## config.mk

```make
export PLATFORM = sky130hd
export DESIGN_NAME = wb_write_scheduler
export DESIGN_NICKNAME = d
export VERILOG_FILES = /design/src/rtl/wb_write_scheduler.sv
export SDC_FILE = /design/constraint.sdc
export NUM_CORES = 1
export LEC_CHECK = 0
export BUFFER_PORTS_ARGS = -buffer_cell sky130_fd_sc_hd__buf_2
export CAP_MARGIN = 20
export CORE_MARGIN = 8
export CORE_UTILIZATION = 34
export CTS_BUF_LIST = sky130_fd_sc_hd__clkbuf_8
export DETAILED_ROUTE_END_ITERATION = 7
export PLACE_DENSITY_LB_ADDON = 0.1
export SETUP_SLACK_MARGIN = 0.2
export SLEW_MARGIN = 20
export SYNTH_ARGS = -nofsm -noshare
export SYNTH_HDL_FRONTEND = slang
export SYNTH_SLANG_ARGS = --single-unit
```

## constraint.sdc

```tcl
create_clock -name clk -period 2.38 [get_ports clk]
set_clock_uncertainty 0.1 [all_clocks]
set_input_delay 0.238 -clock clk [delete_from_list [all_inputs] [get_ports clk]]
set_output_delay 0.238 -clock clk [all_outputs]
set_load 0.05 [all_outputs]
```

## src/rtl/wb_write_scheduler.sv

```systemverilog
// Arbitrates the single register-file write port among LINK, LOAD and ALU
// writeback requesters, splitting two-result ALU writes over two cycles.
module wb_write_scheduler #(
  parameter int ADDR_W   = 5,
  parameter int DATA_W   = 32,
  parameter int LINK_REG = 31
) (
  input  logic              clk,
  input  logic              rst_n,
  input  logic              lnk_valid,
  input  logic [DATA_W-1:0] lnk_data,
  output logic              lnk_ready,
  input  logic              ld_valid,
  input  logic [ADDR_W-1:0] ld_addr,
  input  logic [DATA_W-1:0] ld_data,
  output logic              ld_ready,
  input  logic              alu_valid,
  input  logic [ADDR_W-1:0] alu_addr,
  input  logic [DATA_W-1:0] alu_data,
  input  logic              alu_ext,
  input  logic [ADDR_W-1:0] alu_ext_addr,
  input  logic [DATA_W-1:0] alu_ext_data,
  output logic              alu_ready,
  output logic              rf_we,
  output logic [ADDR_W-1:0] rf_waddr,
  output logic [DATA_W-1:0] rf_wdata,
  output logic              wb_busy
);

  typedef enum logic {IDLE, EXT} state_t;

  localparam logic RR_LOAD = 1'b0;
  localparam logic RR_ALU  = 1'b1;
  localparam logic [ADDR_W-1:0] LINK_ADDR = ADDR_W'(LINK_REG);

  state_t            state, state_next;
  logic              rr_ptr, rr_next;
  logic [ADDR_W-1:0] ext_addr;
  logic [DATA_W-1:0] ext_data;

  logic              wr_en;
  logic [ADDR_W-1:0] wr_addr;
  logic [DATA_W-1:0] wr_data;

  // Grant selection: LINK first, then round-robin between LOAD and ALU
  always_comb begin
    lnk_ready  = 1'b0;
    ld_ready   = 1'b0;
    alu_ready  = 1'b0;
    state_next = state;
    rr_next    = rr_ptr;
    case (state)
      IDLE: begin
        if (lnk_valid) begin
          lnk_ready = 1'b1;
        end else if (ld_valid && (rr_ptr == RR_LOAD || !alu_valid)) begin
          ld_ready = 1'b1;
          rr_next  = RR_ALU;
        end else if (alu_valid) begin
          alu_ready = 1'b1;
          rr_next   = RR_LOAD;
          if (alu_ext) state_next = EXT;
        end
      end
      EXT: state_next = IDLE;
      default: state_next = IDLE;
    endcase
  end

  always_comb begin
    wr_en   = 1'b0;
    wr_addr = rf_waddr;
    wr_data = rf_wdata;
    if (state == EXT) begin
      wr_en   = 1'b1;
      wr_addr = ext_addr;
      wr_data = ext_data;
    end else if (lnk_ready) begin
      wr_en   = 1'b1;
      wr_addr = LINK_ADDR;
      wr_data = lnk_data;
    end else if (ld_ready) begin
      wr_en   = 1'b1;
      wr_addr = ld_addr;
      wr_data = ld_data;
    end else if (alu_ready) begin
      wr_en   = 1'b1;
      wr_addr = alu_addr;
      wr_data = alu_data;
    end
  end

  // Registered write port; a slot aimed at register 0 is consumed without a strobe
  always_ff @(posedge clk or negedge rst_n) begin
    if (!rst_n) begin
      state    <= IDLE;
      rr_ptr   <= RR_LOAD;
      ext_addr <= '0;
      ext_data <= '0;
      rf_we    <= 1'b0;
      rf_waddr <= '0;
      rf_wdata <= '0;
    end else begin
      state  <= state_next;
      rr_ptr <= rr_next;
      rf_we  <= wr_en && (wr_addr != '0);
      if (wr_en) begin
        rf_waddr <= wr_addr;
        rf_wdata <= wr_data;
      end
      if (alu_ready && alu_ext) begin
        ext_addr <= alu_ext_addr;
        ext_data <= alu_ext_data;
      end
    end
  end

  assign wb_busy = (state == EXT);

endmodule

```

Word-level counts from Yosys, hierarchy flattened
Index checks and enable logic that the tools add are counted.
Storage, ports and cells
  register bits: 77
  logic and storage cells: 48
  output and inout port bits: 42
  input port bits: 149
Operators by class
  multiplexer cells: 28
  reduce and logical (&&, ||, !) cells: 10
  bitwise operators: 3
Operators by type and width (number)
  $mux 32: 4
  $mux 5: 4
  $mux 1: 19
  $reduce_bool 5->1: 1
  $reduce_bool 4->1: 1
  $logic_and 1x1->1: 3
  $not 1->1: 3
  $reduce_and 3->1: 1
  $pmux 1 s2: 1
  $reduce_and 2->1: 1
  $reduce_bool 2->1: 1
  $logic_not 1->1: 1
  $logic_or 1x1->1: 1

Longest topological paths before layout
Gate-level depths: netlist (run 1).
  word-level depth: 12
  gate-level depth with buffers: 7
  depth with buffers taken out: 5

Worst setup path before layout (run 1)
No wires, ideal clock.
  path kind: register to output
  start point: reg state, in the netlist wb_busy
  end point: out lnk_ready
  arrival: 1869 ps
  path slack: 173 ps
  required time: 2042 ps
  path buffers: 2
  cell stages (with the launch flop): 4
  cell sequence: dfrtp_1 buf_2 buf_1 nor2b_1
Between the ends
  cells in the longest elaborated chain, start to end: 1
RTL lines
  start: declaration: RTL line 36  | state_t state, state_next;
  start signal: assignment: RTL line 104  | state <= state_next;
  $mux 1: RTL line 52  | case (state)
  end: declaration: RTL line 12  | output logic lnk_ready,
No other way between the ends.

Worst setup path in the final report (run 1)
  start point: reg state, in the netlist wb_busy
  end point: out alu_ready
Between the ends
  cells in the longest elaborated chain, start to end: 1
RTL lines
  $mux 1: RTL line 52
  end: declaration: RTL line 23  | output logic alu_ready,
No other way between the ends.

==> results of run 1 <==
[placed cells by master (no fill, tap or decap), drive strengths merged]
cell,instances
nand3,3
dfrtp,77
o21bai,1
nor2b,3
clkbuf,10
or2,2
inv,5
a21oi,42
nand2,34
a32oi,2
mux2,34
nand2b,1
nor2,34
o21ai,35
buf,200
bufinv,1
a21boi,1
mux2i,64
dlygate4sd3,7
clkinv,2
a221o,3
clkinvlp,3
and2,1
and3,1
o41a,1
[through the flow]
step / setup WS [ps] / util / hold slack, ps / total power, uW
4_1_cts: 249.0 / 0.4671 / 1.974 / 3874
3_5_place_dp: 498.2 / 0.4432 / 136.6 / 2856
5_1_grt: 232.2 / 0.4674 / 1.784 / 4050
3_3_place_gp: 554.1 / 0.4432 / 130.8 / 2829
2_1_floorplan: 358.9 / - / -157.6 / 2475
6_report: 326.0 / 0.4674 / 24.71 / 3804
[final cells by class]
class	count	area, sq um	area share
Sequential cell	77	1928	0.3644
Multi-Input combinational cell	262	1826	0.3450
Timing Repair Buffer	207	1140	0.2154
Tap cell	143	178.9	0.03381
Clock buffer	10	137.6	0.02601
Clock inverter	6	62.56	0.01182
Inverter	5	18.77	0.003547
[synthesized netlist by cell type]
library cell and count:
sky130_fd_sc_hd__o41a_1 1, sky130_fd_sc_hd__a221o_1 3, sky130_fd_sc_hd__nand2_1 33, sky130_fd_sc_hd__nor2b_1 3, sky130_fd_sc_hd__inv_1 5, sky130_fd_sc_hd__or2_1 2
sky130_fd_sc_hd__nor2_1 34, sky130_fd_sc_hd__mux2_2 30, sky130_fd_sc_hd__nand3_1 3, sky130_fd_sc_hd__mux2_1 4, sky130_fd_sc_hd__a32oi_1 2, sky130_fd_sc_hd__buf_4 7
sky130_fd_sc_hd__mux2i_1 64, sky130_fd_sc_hd__nand2b_1 1, sky130_fd_sc_hd__clkbuf_1 14, sky130_fd_sc_hd__buf_6 1, sky130_fd_sc_hd__o21bai_1 1, sky130_fd_sc_hd__a21oi_2 1
sky130_fd_sc_hd__nand2_2 1, sky130_fd_sc_hd__buf_2 3, sky130_fd_sc_hd__a21oi_1 41, sky130_fd_sc_hd__buf_1 1, sky130_fd_sc_hd__and3_1 1, sky130_fd_sc_hd__o21ai_0 35
sky130_fd_sc_hd__a21boi_2 1, sky130_fd_sc_hd__and2_1 1, sky130_fd_sc_hd__dfrtp_1 77
[cell families after synthesis]
logic type / Yosys count / share of synthesized area
DFF: 77 / 0.4949
muxes: 98 / 0.2629
and+or+nand+nor: 79 / 0.08291
buffers and inverters: 31 / 0.03952
AOI/OAI and AO/OA: 85 / 0.1199
[flip-flops by register name, indices dropped and copies added, names as in the netlist]
register  cells
rr_ptr        1
rf_wdata     32
ext_data     32
rf_we         1
ext_addr      5
wb_busy       1
rf_waddr      5
[worst max path at each step]
| stage | start | endpoint | slack, ps | cells after the start |
|---|---|---|---|---|
| floorplan | wb_busy | ext_data[12] | 360 | 6 |
| finish | wb_busy | alu_ready | 330 | 3 |
| CTS | rr_ptr | ld_ready | 250 | 4 |
| global route | wb_busy | alu_ready | 230 | 3 |
| global placement | ld_valid | rf_we | 550 | 7 |
| detailed placement | rr_ptr | ext_data[13] | 500 | 5 |
[worst reg2reg max path: stages (launching register included)]
cell and delay, ps:
sky130_fd_sc_hd__dfrtp_1 430, sky130_fd_sc_hd__nand2b_1 200, sky130_fd_sc_hd__and3_1 320, sky130_fd_sc_hd__nand2_2 140
sky130_fd_sc_hd__buf_12 220, sky130_fd_sc_hd__mux2_2 380
[power groups by stage]
stage               Sequential (uW)  Combinational [uW]  Clock (uW)
floorplan                      2010                 464           0
global placement               1730                1100           0
detailed placement             1730                1130           0
CTS                            1710                1140        1030
global route                   1740                1210        1090
finish                         1700                1120         984
[what timing repair did]
action / CTS / global route
resized for setup: 0 / 1
endpoints found under the hold margin: 41 / 0
buffers inserted: 0 / 0
endpoints found under the setup margin: 0 / 1
hold buffers: 7 / 0
[per-layer routing]
layer | global-route usage | vias to the layer above
met4 | 0.03988 | 0
met2 | 0.2596 | 119
li1 | - | 1682
met3 | 0.05160 | 12
met5 | 0 | -
met1 | 0.1732 | 1545
==> run summary, run 1 <==
=====================================================================================
TritonCTS clock tree                                                             done
Port bufs                                                                         190
Post-detailed-route count of antenna-violating nets                                 0
Number of nets in the finished design                                             711
Element type at the critical path start                                          flop
Top cell type's share of synthesized area                                      0.4949
Max-slew violation total from the final report                                      0
Antenna violations before repair                                                    0
Clk root buf                                                             sky130_fd_sc_hd__clkbuf_8
CP top delay family                                                      simple AND/OR/NAND/NOR gates
Worst R2R End                                                            ext_data[13]
Ordered cell list for the critical path                                  nor2_1 > and3_1 > buf_2
Post-route fraction of the period consumed by the critical path                0.8630
Hold Path Class                                                          input port to flop
Crit Path Class                                                          flop to primary output
Total congestion overflow                                                           0
Average wire per cell in the routed design                               15.82 microns
Filler-free cell count of the finished design                                     710
Antenna cell count                                                                  0
Share of power burned in combinational logic                                    0.294
Vias post-DR                                                                    3,358
Routability-driven placement congestion ratio                                  0.8094
Setup repair after global routing missed its margin                                no
Clock slew at reported path FFs                                                 80 ps
Crit path DAT                                                                 1720 ps
Min-Delay Path Depth                                                                2
# placed instances                                                                687
Net switching power                                                           1280 uW
Library cell with the largest summed area after synthesis                sky130_fd_sc_hd__dfrtp_1
Worst-case hold path end point                                           ext_data[25]
Detailed route wirelength on metal2                                      5468 microns
Total of max-cap violations                                                         0
Total nets after synthesis                                                        519
Minimum period implied by the final worst setup slack                         2054 ps
Achievable frequency                                                        486.8 MHz
TritonCTS Buffers                                                                   9
Number of setup violations in the final report                                      0
Fraction of power spent switching nets                                         0.3365
TritonCTS Sinks                                                                    77
Share of cells above drive strength 1                                          0.4444
Launching point of the worst reg2reg path                                      rr_ptr
Routed wire length on met3                                                949 microns
Wire length of the first global-routing pass                             17,950 microns
Boundary pin count                                                                191
Length in cells of the worst reg-to-reg path                                        5
Relative max-transition margin                                                 0.6376
Number of register bits inferred by synthesis                                      77
Number of DRC violations after detailed routing                                     0
Fill cell total of the finished layout                                          1,127
Area contributors post-synth                                             sky130_fd_sc_hd__dfrtp_1 (49%), sky130_fd_sc_hd__mux2i_1 (16%), sky130_fd_sc_hd__mux2_2 (8.7%)
Power per Cell Area                                                      718.9 mW/mm^2
Buffers & Inverters on Critical Path                                                1
Total number of placement rows                                                     39
DRT Wirelength                                                           11,230 microns
Proportion of synthesized chip area in sequential cells                        0.4949
Peak ir drop on the vdd network                                              316.0 uV
Number of warnings reported in the yosys synthesis log                              0
Crit path largest cell delay                                                   420 ps
Worst EP required                                                             2040 ps
Sequential fraction of design power                                             0.448
Start point of the worst hold path                                       alu_ext_data[25]
Leak pwr                                                                  0.002562 uW
Highest routing layer actually used                                              met4
Distinct cell type count of the synthesized netlist                                27
Via-to-Cell Ratio                                                               4.730
Area of the die                                                          0.01513 sq mm
Cell area reported after detailed placement                              0.005017 sq mm
Area Growth Syn to Fin                                                         35.89%
Number of buffers between clock root and the deepest sink                           2
X dimension of the die                                                   123.0 microns
Post-synthesis average cell area                                          10.52 sq um
Flop-to-flop setup slack                                                       480 ps
Type of destination of the critical path                                 primary output
Overall global routing resource usage                                          0.1498
Final non-filler cell area                                               0.005291 sq mm
Largest net degree at the start of global routing                                  46
Cell with the largest stage delay on the worst path                      sky130_fd_sc_hd__dfrtp_2
Met1 Wirelength                                                          4673 microns
Number of hold-slack violations in the final timing report                          0
Combined area of all synthesized cells                                   0.003894 sq mm
Insertion delay to the later sink of the worst-skew pair                       340 ps
Number of instances in the synthesized netlist                                    370
Outcome                                                                     completed
Worst slew pin tran                                                          543.6 ps
Count of routing violations after the opening detailed-route iteration            140
Number of global-route vias before repair                                       3,664
Initial standard-cell utilization of the core                                  0.3439
Accumulated negative setup slack                                                 0 ps
HPWL Detailed                                                            8651 microns
Standard cell core area                                                  0.01132 sq mm
Internal power                                                                2524 uW
Total number of H-tree levels                                                       3
Die Height                                                               123.0 microns
Clock power frac                                                                0.259
Top fanout value on the critical path                                               9
Number of iterations in the first detailed-routing pass                             4
=====================================================================================
No activity file was read; power rests on OpenSTA's default activity.
==> inputs of run 2 (changes only) <==
- PLACE_DENSITY: unset -> 0.59
- PLACE_DENSITY_LB_ADDON: 0.1 -> unset
==> run 2 against run 1 <==
Via count increased by 2.8%. Sequential cell count is the same. Hold slack improved by 4.9 ps. Sequential share of layout area rose by 0.069 points. Clock power rose by 9%. Utilization is 0.088 points lower. First-iteration DRC count fell by 32%. Combinational power about the same. Worst setup slack improved by 17 ps. Die area stayed put. Wire length grew 1.6%. Non-clock buffer count grew 1. Critical endpoint unchanged. Largest power group unchanged. Highest routed layer is now met5.
==> run summary, run 2 (synthesis results as in run 1) <==
=====================================================================================
Total of max-cap violations                                                         0   unchanged
Overall global routing resource usage                                          0.1495   -0.0003047
Area of combinational cells with multiple inputs                         0.001826 sq mm   unchanged
Post-detailed-route count of antenna-violating nets                                 0   unchanged
Via-to-Cell Ratio                                                               4.861   +2.8%
Number of buffers between clock root and the deepest sink                           2   unchanged
Standard cell core area                                                  0.01132 sq mm   unchanged
Most frequent standard cell in the layout excluding fill and tap cells   sky130_fd_sc_hd__buf_2
Met3 layer usage reported by global route                                     0.05571   +0.004110
Fill cell total of the finished layout                                          1,082   -4.0%
Antenna cell count                                                                  0   unchanged
Number of setup violations in the final report                                      0   unchanged
Number of DRC violations after detailed routing                                     0   unchanged
Internal power                                                                2617 uW   +3.7%
Number of global-route vias before repair                                       3,726   +1.7%
Number of nets in the finished design                                             712   +0.14%
Initial standard-cell utilization of the core                                  0.3439   unchanged
Setup repair after global routing missed its margin                                no
Share of cells above drive strength 1                                          0.4444   unchanged
Peak-usage layer in the global routing report                                    met2
Total number of placement rows                                                     39   unchanged
X dimension of the die                                                   123.0 microns   unchanged
Crit path DAT                                                                 1700 ps   -20 ps
Port bufs                                                                         190   unchanged
Wire length of the first global-routing pass                             18,100 microns   +0.81%
Area Growth Syn to Fin                                                         35.64%
Leak pwr                                                                  0.002574 uW   +0.45%
Vias post-DR                                                                    3,451   +2.8%
Cell with the largest stage delay on the worst path                      sky130_fd_sc_hd__dfrtp_2
Insertion delay to the later sink of the worst-skew pair                       330 ps   about the same
Hold Path Class                                                          input port to flop
Relative max-transition margin                                                 0.4816   -0.1559
Max-slew violation total from the final report                                      0   unchanged
Outcome                                                                     completed
Count of routing violations after the opening detailed-route iteration             95   -32%
Clock power frac                                                                0.275   +0.016
Type of destination of the critical path                                 primary output
Final-layout worst hold slack                                                29.61 ps   +4.905 ps
Met1 Usage GRT                                                                 0.1734   +0.0002316
Largest registers                                                        ext_data: 32 flops, rf_wdata: 32 flops
Power per Cell Area                                                      735.8 mW/mm^2   +2.4%
Buffers & Inverters on Critical Path                                                1   unchanged
Crit path largest cell delay                                                   430 ps   about the same
Total number of H-tree levels                                                       3   unchanged
Accumulated negative setup slack                                                 0 ps   unchanged
Net switching power                                                           1269 uW   -0.87%
Most frequent cells in the layout                                        sky130_fd_sc_hd__buf_2 (189), sky130_fd_sc_hd__dfrtp_1 (76), sky130_fd_sc_hd__mux2i_1 (64), sky130_fd_sc_hd__a21oi_1 (41), sky130_fd_sc_hd__o21ai_0 (35)
HPWL Detailed                                                            8889 microns   +2.7%
Achievable frequency                                                        491.0 MHz   +0.84%
Average wire per cell in the routed design                               16.06 microns   +1.6%
Sequential cell area                                                     0.001928 sq mm   unchanged
CP top delay family                                                      simple AND/OR/NAND/NOR gates
Area of the die                                                          0.01513 sq mm   unchanged
Sequential fraction of design power                                             0.439   -0.009
Boundary pin count                                                                191   unchanged
Top fanout value on the critical path                                               9   unchanged
Antenna violations before repair                                                    1   +1
Worst EP required                                                             2040 ps   about the same
Met2 usage                                                                     0.2518   -0.007815
TritonCTS Buffers                                                                   9   unchanged
TritonCTS clock tree                                                             done
Element type at the critical path start                                          flop
Total congestion overflow                                                           0   unchanged
Share of power burned in combinational logic                                    0.286   -0.008
Worst slew pin tran                                                          777.5 ps   +233.9 ps
Number of hold-slack violations in the final timing report                          0   unchanged
Die Height                                                               123.0 microns   unchanged
Number of iterations in the first detailed-routing pass                             4   unchanged
Fraction of power spent switching nets                                         0.3265   -0.009962
Largest net degree at the start of global routing                                  61   +33%
TritonCTS Sinks                                                                    77   unchanged
DRT Wirelength                                                           11,410 microns   +1.6%
Routability-driven placement congestion ratio                                  0.7711   -4.7%
Minimum period implied by the final worst setup slack                         2037 ps   -17.20 ps
Number of instances resized during post-cts repair                                  0   unchanged
Clock slew at reported path FFs                                                 80 ps   about the same
Clk root buf                                                             sky130_fd_sc_hd__clkbuf_8
Crit Path Class                                                          flop to primary output
Ordered cell list for the critical path                                  nor2_1 > and3_1 > buf_2
Peak ir drop on the vdd network                                              319.5 uV   +1.1%
Post-route fraction of the period consumed by the critical path                0.8558   -0.007229
=====================================================================================
## run 2: worst paths after layout
check                           cells past startpoint           end             start  slack (ps)
max in group asynchronous                           3   rf_wdata[0]             rst_n        1080
min in group asynchronous                           2   ext_addr[0]             rst_n         420
worst max register to register                      5  ext_data[23]           wb_busy         460
worst min-delay path                                2  ext_data[20]  alu_ext_data[20]          30
worst max-delay path                                3     alu_ready           wb_busy         340
worst min register to register                      1  ext_data[11]      ext_data[11]         400
## run 2: through the flow
| step | power [uW] | instance area [sq um] | worst slack (ps) | util | cells |
|---|---|---|---|---|---|
| after floorplan | 2475 | 3896 | 358.9 | - | 370 |
| after global placement | 2816 | 5007 | 571.6 | 0.4423 | 689 |
| after detailed placement | 2856 | 5007 | 516.7 | 0.4423 | 689 |
| after CTS | 3946 | 5261 | 332.2 | 0.4647 | 708 |
| after global routing | 4119 | 5281 | 257.7 | 0.4665 | 710 |
| final | 3886 | 5281 | 343.2 | 0.4665 | 710 |
## run 2: repair_timing
item / in CTS / in global routing
endpoints found under the hold margin: 61 / 2
buffers inserted: 0 / 0
hold buffers: 4 / 2
## run 2: power groups by stage
stage	clock network [uW]	registers, uW	logic (uW)
finish	1070	1710	1110
detailed placement	0	1730	1120
floorplan	0	2010	464
CTS	1110	1710	1130
global route	1170	1750	1200
global placement	0	1720	1090
## run 2: area by class of cell
| class | instances | share of cell area |
|---|---|---|
| Clock buffer | 10 | 0.02606 |
| Inverter | 5 | 0.003554 |
| Tap cell | 143 | 0.03388 |
| Sequential cell | 77 | 0.3651 |
| Multi-Input combinational cell | 262 | 0.3457 |
| Timing Repair Buffer | 208 | 0.2113 |
| Clock inverter | 5 | 0.01445 |
## run 2: per-layer routing
layer  part of all wire  up-vias
met5             0.0011        -
met4             0.0089        2
met3              0.092       11
met2               0.49      124
met1               0.41     1637
li1                   -     1677
==> inputs of run 3 (changes only) <==
- CORE_ASPECT_RATIO: unset -> 0.7
- CTS_CLUSTER_DIAMETER: unset -> 50
==> run 3 against run 2 <==
Die area rose by 0.36%. Sequential power about the same. Utilization is 1.1 points higher. Clock power is 14% lower. Largest cell class unchanged. Highest routed layer unchanged.
==> run summary, run 3 (synthesis results as in run 1) <==
=====================================================================================
# placed instances                                                                697   +1.2%
Cell area reported after detailed placement                              0.005005 sq mm   about the same
Accumulated negative setup slack                                                 0 ps   unchanged
Area of the die                                                          0.01519 sq mm   +0.36%
Average wire per cell in the routed design                               16.21 microns   +0.91%
Insertion delay to the later sink of the worst-skew pair                       350 ps   +20 ps
Ordered cell list for the critical path                                  nor2_1 > and3_1 > buf_2
Total number of placement rows                                                     32   -18%
Max-slew violation total from the final report                                      0   unchanged
TritonCTS Sinks                                                                    77   unchanged
Minimum period implied by the final worst setup slack                         2043 ps   +6.228 ps
Most frequent standard cell in the layout excluding fill and tap cells   sky130_fd_sc_hd__buf_2
Area Growth Syn to Fin                                                         35.89%
Largest net degree at the start of global routing                                  66   +8.2%
Vias post-DR                                                                    3,428   -0.67%
Hold Path Class                                                          input port to flop
Boundary pin count                                                                191   unchanged
Achievable frequency                                                        489.5 MHz   -0.30%
Standard cell core area                                                  0.01109 sq mm   -2.0%
Port bufs                                                                         190   unchanged
Post-route fraction of the period consumed by the critical path                0.8584   +0.002617
Worst EP required                                                             2040 ps   about the same
Antenna violations before repair                                                    2   +1
Leak pwr                                                                  0.002553 uW   -0.82%
TritonCTS Buffers                                                                   9   unchanged
Largest registers                                                        ext_data: 32 flops, rf_wdata: 32 flops
Number of iterations in the first detailed-routing pass                             4   unchanged
Length in cells of the worst reg-to-reg path                                        6   +1
Count of routing violations after the opening detailed-route iteration             92   -3.2%
Number of buffers between clock root and the deepest sink                           2   unchanged
Post-detailed-route count of antenna-violating nets                                 0   unchanged
Clock slew at reported path FFs                                                 80 ps   about the same
Total congestion overflow                                                           0   unchanged
Crit path largest cell delay                                                   430 ps   about the same
Number of global-route vias before repair                                       3,845   +3.2%
Wire length of the first global-routing pass                             18,740 microns   +3.5%
Overall global routing resource usage                                          0.1538   +0.004303
Number of hold-slack violations in the final timing report                          0   unchanged
X dimension of the die                                                   143.9 microns   +17%
Crit Path Class                                                          flop to primary output
HPWL Detailed                                                            9133 microns   +2.8%
Sequential cell area                                                     0.001928 sq mm   unchanged
Peak ir drop on the vdd network                                              269.2 uV   -16%
Number of instances resized during post-cts repair                                  0   unchanged
Outcome                                                                     completed
Number of nets in the finished design                                             714   +0.28%
Total of max-cap violations                                                         0   unchanged
TritonCTS clock tree                                                             done
Area of combinational cells with multiple inputs                         0.001826 sq mm   unchanged
Filler-free cell count of the finished design                                     723   +1.8%
Number of setup violations in the final report                                      0   unchanged
Share of cells above drive strength 1                                          0.4421   -0.002339
Final-layout worst hold slack                                                25.26 ps   -4.355 ps
Routability-driven placement congestion ratio                                  0.8015   +3.9%
Most frequent cells in the layout                                        sky130_fd_sc_hd__buf_2 (189), sky130_fd_sc_hd__dfrtp_1 (76), sky130_fd_sc_hd__mux2i_1 (64), sky130_fd_sc_hd__a21oi_1 (41), sky130_fd_sc_hd__o21ai_0 (35)
Clk root buf                                                             sky130_fd_sc_hd__clkbuf_8
Antenna cell count                                                                  0   unchanged
Relative max-transition margin                                                 0.5524   +0.07079
Number of DRC violations after detailed routing                                     0   unchanged
Crit path DAT                                                                 1710 ps   about the same
Total number of H-tree levels                                                       3   unchanged
Setup repair after global routing missed its margin                                no
Fill cell total of the finished layout                                          1,104   +2.0%
Die Height                                                               105.5 microns   -14%
DRT Wirelength                                                           11,720 microns   +2.8%
Final non-filler cell area                                               0.005291 sq mm   +0.19%
Power per Cell Area                                                      707.9 mW/mm^2   -3.8%
Min-Delay Path Depth                                                                2   unchanged
Worst slew pin tran                                                          671.3 ps   -106.2 ps
Element type at the critical path start                                          flop
Top fanout value on the critical path                                               9   unchanged
Cell with the largest stage delay on the worst path                      sky130_fd_sc_hd__dfrtp_2
Via-to-Cell Ratio                                                               4.741   -2.5%
Initial standard-cell utilization of the core                                  0.3511   +0.007140
Type of destination of the critical path                                 primary output
=====================================================================================
run 3: where the power goes:
group | switching [uW] | internal (uW) | leakage [uW]
Combinational | 683 | 440 | 0.00156
Sequential | 135 | 1570 | 0.000907
Clock | 483 | 433 | 0.0000836
run 3: per-layer routing:
| metal | track usage | routed length (microns) | vias to the layer above |
|---|---|---|---|
| met5 | 0 | 20 | - |
| met2 | 0.2466 | 5174 | 133 |
| li1 | - | - | 1681 |
| met4 | 0.03815 | 106 | 4 |
| met1 | 0.1859 | 5082 | 1595 |
| met3 | 0.06715 | 1336 | 15 |
run 3: worst max-delay path: cells and delay by family, from the launching register on:
| kind | cells | cell delay, ps |
|---|---|---|
| and+or+nand+nor | 2 | 580 |
| DFF | 1 | 430 |
| buffers and inverters | 1 | 340 |
run 3: cell type report:
cell class,count,area share
flip-flops and latches,77,0.3644
clock buffers,11,0.02861
well taps,153,0.03618
multi-input cells,262,0.3450
clock inverters,5,0.006621
repair buffers,210,0.2157
inverters,5,0.003547
run 3: per-stage QoR:
stage                     power (uW)  setup WS [ps]  utilization
after CTS                       3807          308.9       0.4771
after global placement          2819          514.3       0.4513
after global routing            3957          200.8       0.4771
after detailed placement        2856          416.1       0.4513
final                           3746          336.9       0.4771
after floorplan                 2475          358.9            -
run 3: repair_timing:
action                    in CTS  in global routing
buffers inserted               0                  0
hold buffers                  10                  0
hold endpoints to repair      49                  0
run 3: path summary, 6_finish.rpt:
path,from,to,slack (ps)
setup reg to reg,rr_ptr,rf_wdata[12],410
hold / removal,alu_ext_data[6],ext_data[6],30
setup / recovery,wb_busy,alu_ready,340
min in group asynchronous,rst_n,rf_waddr[0],320
hold reg to reg,ext_data[9],ext_data[9],400
max in group asynchronous,rst_n,rf_wdata[18],1250
